$ cat src/rtl/vga_frame_reader.sv
// Scans a filtered 4-bit frame buffer out as VGA video, with sync and blank aligned to the pixel data.
// Latency is 2 pix_en ticks from counter position to the pins. There is no backpressure: pix_en is the only throttle.
module vga_frame_reader #(
    parameter int H_ACTIVE = 640,
    parameter int H_FP     = 16,
    parameter int H_SYNC   = 96,
    parameter int H_BP     = 48,
    parameter int V_ACTIVE = 480,
    parameter int V_FP     = 10,
    parameter int V_SYNC   = 2,
    parameter int V_BP     = 33,
    parameter int ADDR_W   = 19
) (
    input  logic              clk,
    input  logic              rst_n,
    input  logic              pix_en,
    input  logic              frame_ready,
    input  logic [3:0]        read_pixel,
    output logic [ADDR_W-1:0] read_address,
    output logic [3:0]        vga_pixel,
    output logic              hsync,
    output logic              vsync,
    output logic              blank_n,
    output logic              frame_start
);

    localparam int H_TOTAL = H_ACTIVE + H_FP + H_SYNC + H_BP;
    localparam int V_TOTAL = V_ACTIVE + V_FP + V_SYNC + V_BP;
    localparam int HW      = $clog2(H_TOTAL);
    localparam int VW      = $clog2(V_TOTAL);

    localparam logic [HW-1:0] H_LAST   = HW'(H_TOTAL - 1);
    localparam logic [HW-1:0] H_ACT    = HW'(H_ACTIVE);
    localparam logic [HW-1:0] HS_START = HW'(H_ACTIVE + H_FP);
    localparam logic [HW-1:0] HS_END   = HW'(H_ACTIVE + H_FP + H_SYNC);
    localparam logic [VW-1:0] V_LAST   = VW'(V_TOTAL - 1);
    localparam logic [VW-1:0] V_ACT    = VW'(V_ACTIVE);
    localparam logic [VW-1:0] VS_START = VW'(V_ACTIVE + V_FP);
    localparam logic [VW-1:0] VS_END   = VW'(V_ACTIVE + V_FP + V_SYNC);

    typedef enum logic {WAIT, SCAN} state_t;

    state_t            state_q, state_d;
    logic [HW-1:0]     h_cnt_q, h_cnt_d;
    logic [VW-1:0]     v_cnt_q, v_cnt_d;
    logic [ADDR_W-1:0] addr_cnt_q, addr_cnt_d;
    logic [ADDR_W-1:0] read_address_q, read_address_d;
    logic              fetch0_q, fetch0_d;
    logic              act0_q, act0_d;
    logic              hs0_q, hs0_d;
    logic              vs0_q, vs0_d;
    logic [3:0]        vga_pixel_q, vga_pixel_d;
    logic              blank_n_q, blank_n_d;
    logic              hsync_q, hsync_d;
    logic              vsync_q, vsync_d;
    logic              frame_start_q, frame_start_d;

    logic line_end, frame_end, active, fetch, hs_raw, vs_raw;

    always_comb begin
        line_end  = (h_cnt_q == H_LAST);
        frame_end = line_end && (v_cnt_q == V_LAST);
        active    = (h_cnt_q < H_ACT) && (v_cnt_q < V_ACT);
        fetch     = active && (state_q == SCAN);
        hs_raw    = !((h_cnt_q >= HS_START) && (h_cnt_q < HS_END));
        vs_raw    = !((v_cnt_q >= VS_START) && (v_cnt_q < VS_END));
    end

    always_comb begin
        state_d        = state_q;
        h_cnt_d        = h_cnt_q;
        v_cnt_d        = v_cnt_q;
        addr_cnt_d     = addr_cnt_q;
        read_address_d = read_address_q;
        fetch0_d       = fetch0_q;
        act0_d         = act0_q;
        hs0_d          = hs0_q;
        vs0_d          = vs0_q;
        vga_pixel_d    = vga_pixel_q;
        blank_n_d      = blank_n_q;
        hsync_d        = hsync_q;
        vsync_d        = vsync_q;
        frame_start_d  = 1'b0;

        if (pix_en) begin
            h_cnt_d = line_end ? '0 : h_cnt_q + 1'b1;
            if (line_end) begin
                v_cnt_d = frame_end ? '0 : v_cnt_q + 1'b1;
            end

            // Running address replaces v*H_ACTIVE+h; it only moves on fetched pixels.
            if (frame_end) begin
                addr_cnt_d = '0;
            end else if (fetch) begin
                addr_cnt_d = addr_cnt_q + 1'b1;
            end

            read_address_d = fetch ? addr_cnt_q : '0;
            fetch0_d       = fetch;
            act0_d         = active;
            hs0_d          = hs_raw;
            vs0_d          = vs_raw;

            vga_pixel_d = fetch0_q ? read_pixel : 4'd0;
            blank_n_d   = act0_q;
            hsync_d     = hs0_q;
            vsync_d     = vs0_q;

            if (frame_end) begin
                state_d       = frame_ready ? SCAN : WAIT;
                frame_start_d = frame_ready;
            end
        end
    end

    always_ff @(posedge clk or negedge rst_n) begin
        if (!rst_n) begin
            state_q        <= WAIT;
            h_cnt_q        <= '0;
            v_cnt_q        <= '0;
            addr_cnt_q     <= '0;
            read_address_q <= '0;
            fetch0_q       <= 1'b0;
            act0_q         <= 1'b0;
            hs0_q          <= 1'b1;
            vs0_q          <= 1'b1;
            vga_pixel_q    <= 4'd0;
            blank_n_q      <= 1'b0;
            hsync_q        <= 1'b1;
            vsync_q        <= 1'b1;
            frame_start_q  <= 1'b0;
        end else begin
            state_q        <= state_d;
            h_cnt_q        <= h_cnt_d;
            v_cnt_q        <= v_cnt_d;
            addr_cnt_q     <= addr_cnt_d;
            read_address_q <= read_address_d;
            fetch0_q       <= fetch0_d;
            act0_q         <= act0_d;
            hs0_q          <= hs0_d;
            vs0_q          <= vs0_d;
            vga_pixel_q    <= vga_pixel_d;
            blank_n_q      <= blank_n_d;
            hsync_q        <= hsync_d;
            vsync_q        <= vsync_d;
            frame_start_q  <= frame_start_d;
        end
    end

    assign read_address = read_address_q;
    assign vga_pixel    = vga_pixel_q;
    assign hsync        = hsync_q;
    assign vsync        = vsync_q;
    assign blank_n      = blank_n_q;
    assign frame_start  = frame_start_q;

endmodule
$ cat config.mk
export PLATFORM = sky130hd
export DESIGN_NAME = vga_frame_reader
export DESIGN_NICKNAME = d
export VERILOG_FILES = /design/src/rtl/vga_frame_reader.sv
export SDC_FILE = /design/constraint.sdc
export NUM_CORES = 1
export LEC_CHECK = 0
export ABC_CLOCK_PERIOD_IN_PS = 2600
export CORE_UTILIZATION = 58
export CTS_BUF_LIST = sky130_fd_sc_hd__clkbuf_2 sky130_fd_sc_hd__clkbuf_4 sky130_fd_sc_hd__clkbuf_8
export DETAILED_ROUTE_END_ITERATION = 8
export GPL_ROUTABILITY_DRIVEN = 0
export PLACE_DENSITY = 0.93
export SYNTH_ARGS = -nofsm -noshare
export SYNTH_HDL_FRONTEND = slang
export SYNTH_SLANG_ARGS = --single-unit
$ cat constraint.sdc
create_clock -name clk -period 2.6 [get_ports clk]
set_input_delay 0.52 -clock clk [delete_from_list [all_inputs] [get_ports clk]]
set_output_delay 0.52 -clock clk [all_outputs]
set_load 0.05 [all_outputs]
==> reports/metrics.csv, run 1 <==
metric,value,unit
outcome,finished clean,
required time of the critical path,2080,ps
post-DP HPWL,4.42,mm
cts bufs inserted,9,
Post-Route WL,6.67,mm
Hold Crit Class,primary input to asynchronous set/reset pin,
ys async rst share,1.00,
"Distinct cells, synth",49,
via count,2656,
DRC,0,
Total Routing Usage GR,0.250,
most frequent cells in the layout,"dfrtp_1 (67), o21ai_0 (47), nand2_1 (44)",
post-DR vias/cell,5.72,
syn nets,362,
DIE HEIGHT,77.9,µm
share of cells above drive strength 1,0.107,
critical path type,flip-flop to output port,
CP Capture Type,output port,
pwr dens,560,nW/µm²
Crit path depth,1,
met1 GRT Util,0.343,
Clock Latency Late Sink,350,ps
storage element area,1780,µm²
GRT met2 Usage,0.373,
CP arrival,1660,ps
die outline width,77.9,µm
fmax,0.458,GHz
nets,400,
clock sinks,71,
peak supply drop,374,µV
clock buffer depth,2,
Worst path slowest cell,clkdlybuf4s50_1,
drt first pass iters,7,
busiest layer in global routing,met2,
Worst path max stage delay,790,ps
reg2reg setup slack,420,ps
Ports,35,
CTS resizes,0,
Worst setup SP type,flip-flop,
fillcell total,395,
family with the most delay on the worst path,buffers and inverters,
GR Util met3,0.0812,
hold-fix buffers at CTS,0,
syn avg cell area,9.58,µm²
Leak,1.69,nW
Mapped Cells,349,
Max Cap Viol,0,
IO Port Bufs,34,
Initial Utilization,0.603,
final hold violation count,0,
Placed Cells,448,
GRT overflow,0,
RSZ-0062 raised after global routing,false,
Reg2Reg Depth,5,
n_diodes,0,
Final Cycle Share,0.839,
Slew headroom,0.645,
FP Rows,27,
worst-path cell chain,clkdlybuf4s50_1,
Reg2Reg Capture Point,v_cnt_q[8]$_DFFE_PN0P_,
remaining antenna violation count,0,
Post CTS Setup Buffer Count,0,
fin crit period,2180,ps
die area,6070,µm²
reg2reg start,h_cnt_q[5]$_DFFE_PN0P_,
pin count of the biggest net entering global routing,48,
synth warn,0,
WL per Instance,14.4,µm
post-synthesis cell area,3340,µm²
H-tree levels,3,
CTS Root Cell,clkbuf_8,
Buf/Inv on CP,1,
Most used DFF post-synth,dfrtp_1,
Multi-input gate area,1360,µm²
number of global-route vias before repair,2486,
"commonest non-fill, non-tap cell in the layout",dfrtp_1,
worst-path fanout max,2,
"EDFF count, synth",0,
final cell count without fillers,464,
first-pass GRT wire length,11.6,mm
Placeable Area,5540,µm²
"Reg clk slew, reported paths",70,ps
CTS tree,done,
Seq cells post-synth,71,
Worst-Margin Slew,533,ps
Sum Neg Setup Slack,0,ps
Worst Skew,10.7,ps
# setup viols final,0,
final slew viol count,0,
Initial DRC Count,312,
"Seq/Total Area, Yosys",0.533,
area grow syn2layout,18.5,%
initial antenna violation count,0,
[layer usage]
layer | wire length (µm) | up-vias | share of wire
met2 | 3100 | 93 | 0.47
met4 | 94 | 0 | 0.014
met1 | 3100 | 1270 | 0.47
li1 | - | 1282 | -
met5 | 0 | - | 0
met3 | 370 | 11 | 0.055
[logic make-up (layout without fill, tap and decap cells)]
group           count (synthesis)  after routing  share of synthesized area
buf+inv                        49             92                     0.0610
flops                          71             71                      0.533
mux                             7              7                     0.0232
fa+ha+maj                       5              5                     0.0187
xor+xnor                       13             13                     0.0341
compound gates                 80             80                      0.137
simple gates                  124            124                      0.193
[flip-flops by register name, summed over array words and instances (netlist names)]
| signal | cells |
|---|---|
| addr_cnt_q | 19 |
| read_address | 19 |
| h_cnt_q | 10 |
| v_cnt_q | 10 |
| vga_pixel | 4 |
| act0_q | 1 |
| blank_n | 1 |
| fetch0_q | 1 |
| frame_start | 1 |
| hs0_q | 1 |
| hsync | 1 |
| state_q | 1 |
| vs0_q | 1 |
| vsync | 1 |
[Yosys cell counts (3+ instances only)]
cell type,n,area share
a21oi_1,13,0.019
a31oi_1,3,0.0056
and3_1,7,0.013
buf_2,4,0.0060
clkbuf_1,10,0.011
dfrtp_1,67,0.50
dfstp_2,4,0.031
ha_1,5,0.019
inv_1,32,0.036
mux2_2,6,0.020
nand2_1,44,0.049
nand3_1,12,0.018
nand4_1,13,0.024
nor2_1,19,0.021
nor3_1,8,0.012
o21ai_0,47,0.070
o22ai_1,3,0.0056
o41ai_1,3,0.0079
or3_1,3,0.0056
xnor2_1,5,0.013
xor2_1,8,0.021
[report_power, final]
part	switching, mW	internal [mW]	leakage (nW)
Combinational	0.0729	0.0569	0.661
Clock	0.413	0.478	0.0950
Sequential	0.0555	1.14	0.936
[layout make-up]
class / instances / share of cell area
sequential: 71 / 0.450
multi-input combinational: 229 / 0.343
timing repair buffer: 44 / 0.104
clock buffer: 11 / 0.0366
inverter: 32 / 0.0303
tap: 72 / 0.0227
clock inverter: 5 / 0.0145
[stage by stage]
stage / setup slack [ps] / area, µm² / util / hold slack (ps) / total power [mW]
floorplan: 587 / 3340 / - / 224 / 1.29
global placement: 319 / 3760 / 0.679 / 465 / 1.34
detailed placement: 263 / 3760 / 0.679 / 482 / 1.35
CTS: 397 / 3960 / 0.715 / 143 / 2.23
global route: 317 / 3960 / 0.715 / 166 / 2.32
finish: 418 / 3960 / 0.715 / 146 / 2.22
[worst max-delay path by stage]
stage / slack, ps / endpoint / startpoint
2_1_floorplan: 590 / addr_cnt_q[18]$_DFFE_PN0P_ / v_cnt_q[6]$_DFFE_PN0P_
3_3_place_gp: 320 / addr_cnt_q[15]$_DFFE_PN0P_ / pix_en
3_5_place_dp: 260 / h_cnt_q[8]$_DFFE_PN0P_ / pix_en
4_1_cts: 400 / vsync / vsync$_DFFE_PN1P_
5_1_grt: 320 / v_cnt_q[8]$_DFFE_PN0P_ / h_cnt_q[5]$_DFFE_PN0P_
6_report: 420 / vsync / vsync$_DFFE_PN1P_
No activity file was read; power rests on OpenSTA's default activity.
==> run 2: changes to the inputs <==
Settings changed: ABC_CLOCK_PERIOD_IN_PS 2600 to 2200.
Clock period 2.6 ns to 2.2 ns, I/O delays scaled along.
==> run 2 against run 1 <==
  * Worst hold slack worse by 32 ps
  * Sequential cell count stayed put
  * Power is 20% higher
  * First-iteration DRC count is 12% lower
  * Highest routed layer unchanged
==> reports/metrics.csv, run 2 (same netlist as run 1, synthesis figures left out) <==
metric,value,unit,change
outcome,finished clean,,
CP Capture Type,output port,,
"Reg clk slew, reported paths",70,ps,about the same
Ports,35,,unchanged
CP arrival,1660,ps,about the same
Sum Neg Setup Slack,0,ps,unchanged
CTS Root Cell,clkbuf_8,,
via count,2707,,+1.9%
Placed Cells,453,,+1.1%
Worst setup SP type,flip-flop,,
Post CTS Setup Buffer Count,0,,unchanged
Max Cap Viol,0,,unchanged
Worst path max stage delay,790,ps,about the same
Initial DRC Count,274,,-12%
GRT overflow,0,,unchanged
Worst Hold Margin,114,ps,-32.1 ps
drt first pass iters,5,,-2
Hold Crit Class,primary input to asynchronous set/reset pin,,
H-tree levels,3,,unchanged
CTS tree,done,,
final cell count without fillers,469,,+1.1%
Buf/Inv on CP,1,,unchanged
Total Routing Usage GR,0.250,,about the same
cts bufs inserted,9,,unchanged
nets,405,,+1.3%
Initial Utilization,0.603,,unchanged
most frequent cells in the layout,"dfrtp_1 (67), o21ai_0 (47), nand2_1 (44)",,
post-DR vias/cell,5.77,,+0.83%
pin count of the biggest net entering global routing,72,,+50%
initial antenna violation count,0,,unchanged
Worst-Margin Slew,514,ps,-18.6 ps
# setup viols final,0,,unchanged
final hold violation count,0,,unchanged
pwr dens,661,nW/µm²,+18%
DRC,0,,unchanged
Slew headroom,0.656,,+0.0113
fmax,0.476,GHz,
"commonest non-fill, non-tap cell in the layout",dfrtp_1,,
clock sinks,71,,unchanged
Worst Skew,7.18,ps,-3.50 ps
post-DP HPWL,4.47,mm,+1.1%
Final WS setup,98.5,ps,-319 ps
worst-path fanout max,2,,unchanged
Placeable Area,5540,µm²,unchanged
remaining antenna violation count,0,,unchanged
WL per Instance,14.5,µm,+0.58%
Leak,1.74,nW,+2.8%
number of global-route vias before repair,2550,,+2.6%
die outline width,77.9,µm,unchanged
Pwr Total,2.66,mW,+20%
RSZ-0062 raised after global routing,false,,
critical path type,flip-flop to output port,,
fin crit period,2100,ps,
required time of the critical path,1760,ps,-320 ps
area grow syn2layout,20.3,%,
peak supply drop,453,µV,+21%
n_diodes,0,,unchanged
clock buffer depth,2,,unchanged
Worst path slowest cell,clkdlybuf4s50_1,,
Clock Latency Late Sink,350,ps,about the same
share of cells above drive strength 1,0.118,,+0.0112
worst slack at placement,23.2,ps,-239 ps
family with the most delay on the worst path,buffers and inverters,,
hold-fix buffers at CTS,0,,unchanged
die area,6070,µm²,unchanged
Post-Route WL,6.78,mm,+1.7%
DIE HEIGHT,77.9,µm,unchanged
first-pass GRT wire length,11.7,mm,+0.95%
worst-path cell chain,clkdlybuf4s50_1,,
CTS resizes,0,,unchanged
Final Cycle Share,0.955,,
final slew viol count,0,,unchanged
FP Rows,27,,unchanged
IO Port Bufs,34,,unchanged
==> run 2: cell count changes in the layout (fill, tap and decap cells not counted) <==
cell / change
buf_12: +1
clkinvlp_4: -3
clkbuf_8: +2
clkinv_2: +1
buf_4: +4
==> run 2: area by class of cell <==
type	count	area, µm²
sequential	71	1780
fill	380	1520
multi-input combinational	229	1360
timing repair buffer	49	460
clock buffer	13	173
inverter	32	120
tap	72	90.1
clock inverter	3	40.0
==> run 2: path summary, 6_finish.rpt <==
check                      slack (ps)                    endpoint  depth (start not counted)              startpoint
hold / removal                    110      h_cnt_q[2]$_DFFE_PN0P_                          2                   rst_n
min in group clk                  490      v_cnt_q[8]$_DFFE_PN0P_                          1  v_cnt_q[8]$_DFFE_PN0P_
hold reg to reg                   490      v_cnt_q[8]$_DFFE_PN0P_                          1  v_cnt_q[8]$_DFFE_PN0P_
max in group asynchronous        1780           hs0_q$_DFFE_PN1P_                          2                   rst_n
setup / recovery                  100                       vsync                          1       vsync$_DFFE_PN1P_
setup reg to reg                  260  addr_cnt_q[15]$_DFFE_PN0P_                          6  h_cnt_q[5]$_DFFE_PN0P_
==> run 2: where the power goes <==
group          switching [mW]  internal (mW)
clock                   0.456          0.625
sequential             0.0661           1.35
combinational          0.0913         0.0709
total                   0.613           2.05
==> run 2: routing by layer <==
metal,share of wire,up-vias,global-route usage
met3,0.046,11,0.0435
met5,0,-,0
li1,-,1294,-
met1,0.46,1309,0.346
met4,0.020,0,0.130
met2,0.47,93,0.378
==> run 2: metrics by stage <==
step | utilization | instance area, µm²
3_3_place_gp | 0.688 | 3810
6_report | 0.726 | 4020
4_1_cts | 0.726 | 4020
2_1_floorplan | - | 3340
3_5_place_dp | 0.688 | 3810
5_1_grt | 0.726 | 4020
